--- src/rtl/mem_arbiter.sv ---
// rtl/mem_arbiter.sv - CPU/video single-port RAM arbiter with burst-limited ownership
// Define MEM_ARBITER_ROUND_ROBIN_EN to break IDLE ties round-robin; default gives video priority.

module mem_arbiter #(
   parameter int BURST_MAX = 8
) (
   input  logic        clock,
   input  logic        reset,
   input  logic        c_req,
   input  logic [19:0] c_address,
   input  logic [7:0]  c_wdata,
   input  logic        c_we,
   output logic        c_gnt,
   output logic        c_ready,
   output logic [7:0]  c_rdata,
   input  logic        v_req,
   input  logic [19:0] v_address,
   output logic        v_gnt,
   output logic        v_ready,
   output logic [7:0]  v_rdata,
   output logic [19:0] address,
   output logic [7:0]  o_data,
   output logic        we,
   input  logic [7:0]  i_data
);

   typedef enum logic [1:0] {IDLE, OWN_C, OWN_V} state_t;

   localparam logic       OWNER_C    = 1'b0;
   localparam logic       OWNER_V    = 1'b1;
   localparam logic [7:0] BURST_LAST = 8'(BURST_MAX - 1);
`ifdef MEM_ARBITER_ROUND_ROBIN_EN
   localparam logic RR_EN = 1'b1;
`else
   localparam logic RR_EN = 1'b0;
`endif

   state_t     state, state_next;
   logic [7:0] burst_cnt;
   logic       last_owner;
   logic       handover;
   logic       other_req;
   logic       access;
   logic       forced;
   logic       both_pick_v;

   always_comb begin
      other_req = 1'b0;
      case (state)
         OWN_C:   other_req = v_req;
         OWN_V:   other_req = c_req;
         default: other_req = 1'b0;
      endcase
   end

   // The first cycle after a forced handover is the dead cycle: no grant is issued.
   assign c_gnt       = (state == OWN_C) & c_req & ~handover;
   assign v_gnt       = (state == OWN_V) & v_req & ~handover;
   assign access      = c_gnt | v_gnt;
   assign forced      = access & other_req & (burst_cnt == BURST_LAST);
   assign both_pick_v = RR_EN ? (last_owner == OWNER_C) : 1'b1;

   always_comb begin
      state_next = state;
      case (state)
         IDLE: begin
            if (c_req && v_req)
               state_next = both_pick_v ? OWN_V : OWN_C;
            else if (c_req)
               state_next = OWN_C;
            else if (v_req)
               state_next = OWN_V;
         end
         OWN_C: begin
            if (!c_req || forced)
               state_next = v_req ? OWN_V : IDLE;
         end
         OWN_V: begin
            if (!v_req || forced)
               state_next = c_req ? OWN_C : IDLE;
         end
         default: state_next = IDLE;
      endcase
   end

   always_ff @(posedge clock) begin
      if (reset) begin
         state      <= IDLE;
         burst_cnt  <= 8'd0;
         last_owner <= OWNER_V;
         handover   <= 1'b0;
         c_ready    <= 1'b0;
         v_ready    <= 1'b0;
      end else begin
         state    <= state_next;
         handover <= forced;
         c_ready  <= c_gnt;
         v_ready  <= v_gnt;
         if (state_next != state || !other_req)
            burst_cnt <= 8'd0;
         else if (access)
            burst_cnt <= burst_cnt + 8'd1;
         if (state_next != state) begin
            if (state_next == OWN_C)
               last_owner <= OWNER_C;
            else if (state_next == OWN_V)
               last_owner <= OWNER_V;
         end
      end
   end

   assign address = c_gnt ? c_address : (v_gnt ? v_address : 20'd0);
   assign o_data  = c_gnt ? c_wdata : 8'd0;
   assign we      = c_gnt & c_we;
   assign c_rdata = c_ready ? i_data : 8'd0;
   assign v_rdata = v_ready ? i_data : 8'd0;

endmodule

--- config.mk ---
export PLATFORM = sky130hd
export DESIGN_NAME = mem_arbiter
export DESIGN_NICKNAME = d
export VERILOG_FILES = /design/src/rtl/mem_arbiter.sv
export SDC_FILE = /design/constraint.sdc
export NUM_CORES = 1
export LEC_CHECK = 0
export CORE_ASPECT_RATIO = 1.1
export CORE_UTILIZATION = 30
export CTS_BUF_LIST = sky130_fd_sc_hd__clkbuf_2
export DETAILED_ROUTE_END_ITERATION = 16
export GPL_TIMING_DRIVEN = 0
export PLACE_DENSITY_LB_ADDON = 0.25
export SLEW_MARGIN = 25
export SYNTH_ARGS = -nofsm -noshare
export SYNTH_HDL_FRONTEND = slang
export SYNTH_SLANG_ARGS = --single-unit
--- constraint.sdc ---
create_clock -name clock -period 5 [get_ports clock]
set_clock_uncertainty 0.1 [all_clocks]
set_input_delay 0.75 -clock clock [delete_from_list [all_inputs] [get_ports clock]]
set_output_delay 0.75 -clock clock [all_outputs]
set_load 0.05 [all_outputs]
==> flow_summary.ini <==
[outcome]
outcome = finished, final reports clean

[yosys]
synth-seq-cells = 13
synth_area_leaders = dfxtp_1 21%, a22o_1 15%, and2_1 13%
synth_fa_ha_area_share_pct = 5.00
syn_inst = 157
synthArstFlopShare_pct = 0
yosys_warnings = 0
yosysUniqueCellTypes = 38
ys.flop_type = dfxtp_1
avgSynthCellArea_um2 = 7.97
synth_edf_count = 0
synth.top_cell.area_share_pct = 20.8
muxShareOfSynthArea_pct = 0.800
syn-num-nets = 223
ys_seq_area_share_pct = 20.8
synth_top_family_by_area = compound AO/OA/AOI/OAI gates
synth_xor_area_share_pct = 4.20
synth_most_common_cell = and2_1
synthTopCellsByCount = 26 x and2_1, 21 x a22o_1, 13 x dfxtp_1
synthesis.area_um2 = 1250
synth-compound-area-share_pct = 33.6
synthSimpleGateAreaFrac_pct = 31.3
synth_area_leader_cell = dfxtp_1

[drt]
wl_um = 4410
drtPass1Iterations = 4
drt_iter0_drc = 34
drt-vias-per-instance = 5.04
ant_nets = 0
drc = 0
drt-wirelength-per-cell_um = 13.7
route.vias.total = 1617

[cts]
cts_buffers = 3
cts_sinks = 13
cts_tree = yes
clock-root-buffer = clkbuf_2
clkSlewWorstSetupHoldPaths_ns = 0.13
ctsHoldBuffers = 0
clock_path_buffers = 2
ctsResizeCount = 0
h-tree-depth = 1
post_cts_buffers = 0
clk_latency_ns = 0.27

[place]
placedInstanceArea_um2 = 2400
dp_hpwl_um = 3520
io_buffers = 108
place_congestion = 0.820

[power]
irDropWorstVdd_uv = 122
power_density_nw_per_um2 = 149
p_leak_nw = 0.870
power_mw = 0.360

[critical_path]
worstPathRequired_ns = 4.15
worstPathArrival_ns = 3.40
critical_path.max_fanout = 10
crit_path_start_kind = input port
crit_path_end_kind = output port
critPathKind = input port to output port

[global_route]
grt_pass1_vias = 1448
antenna_found_initial = 0
grt_max_degree = 11
gr-total-overflow = 0
track_usage_pct = 19.8
grt_pass1_wl_um = 7020

[die]
core_um2 = 3990
initial_core_util_pct = 31.3
num_rows = 24
fp.dieW_um = 63.6
die_y_um = 69.7
pin_count = 110
dieArea_um2 = 4430

[sta]
report.final.slew_viol_count = 0
timing.hold.ws_ns = 0.447
max_freq_ghz = 0.235
rsz0062_at_grt = no
finalSetupTns_ns = 0
max_slew_margin_pct = 62.8
setup_viol = 0
hold_viol = 0
fin_crit_sh_pct = 85.1
post-route-min-period_ns = 4.25
tightest_slew_ns = 0.556

[run]
cap_violations = 0

[finish]
fin_area_um2 = 2420
multi_input_area_um2 = 937
areaGrowthSynthToFinish_pct = 93.2
n_antenna_cell = 0
drive_gt1_share_pct = 4.83
nets = 336
fill_cells = 373
regArea_um2 = 260

[min_path]
hold_path_class = flop to flop
-- sequential cells by signal, summed over array words and instances, names as in the netlist --
name / count
c_ready: 1
burst_cnt: 8
handover: 1
state: 2
v_ready: 1
-- worst max-delay path: stages --
cell             delay, ns
clkdlybuf4s50_1       0.50
clkbuf_1              0.33
nand2_1               0.18
nor2_1                0.22
clkbuf_1              0.37
a22o_1                0.21
clkdlybuf4s50_1       0.84
-- area by class of cell --
class                           count  area share, %
Timing Repair Buffer              108           44.7
Multi-Input combinational cell    130           38.8
Sequential cell                    13           10.8
Tap cell                           52           2.69
Buffer                              9           1.45
Clock buffer                        4          0.828
Inverter                            5          0.776
-- worst paths after layout --
path                                    from           end  slack (ns)  depth (start not counted)
worst min-delay path            burst_cnt[2]  burst_cnt[2]        0.45                          2
worst min register to register  burst_cnt[2]  burst_cnt[2]        0.45                          2
worst max register to register      state[1]  burst_cnt[0]        2.22                          8
worst max-delay path                   c_req   address[10]        0.75                          7
-- per-layer routing --
metal | vias up | track usage (%) | wire [µm] | part of all wire, %
met5 | - | 0 | 0 | 0
met4 | 0 | 3.03 | 28 | 0.63
met3 | 4 | 5.26 | 331 | 7.5
met2 | 73 | 36.2 | 2270 | 51
met1 | 733 | 22.9 | 1780 | 40
li1 | 807 | - | - | -
-- power breakdown --
group | switching (mW) | internal, mW | leakage (nW)
registers | 0.00288 | 0.106 | 0.105
clock network | 0.0338 | 0.0212 | 0.0166
logic | 0.105 | 0.0913 | 0.748
-- stage by stage --
stage	cells	setup slack (ns)	utilization (%)
2_1_floorplan	157	1.48	-
3_3_place_gp	317	0.712	60.0
3_5_place_dp	317	0.732	60.0
4_1_cts	321	0.726	60.5
5_1_grt	321	0.548	60.5
6_report	321	0.747	60.5
-- layout by cell type (no fill, tap or decap), types with 2 or more instances in the layout --
master	instances
xor2_1	4
ha_1	5
clkbuf_1	8
dfxtp_1	13
nand3_1	5
nor2_1	8
inv_1	5
and2_1	26
a22o_1	21
a211oi_1	2
a21oi_1	8
clkbuf_2	4
o21ai_0	4
nand2_1	9
a22oi_1	2
clkdlybuf4s50_1	108
xnor2_1	2
nor3_1	12
a21boi_0	2
-- cell families (layout without fill, tap and decap cells) --
group	Yosys count	in the layout
mux	1	1
buf+inv	14	126
simple gates	69	69
xor+xnor	6	6
compound gates	49	49
fa+ha+maj	5	5
flops	13	13
(Power assumes the default switching activity.)
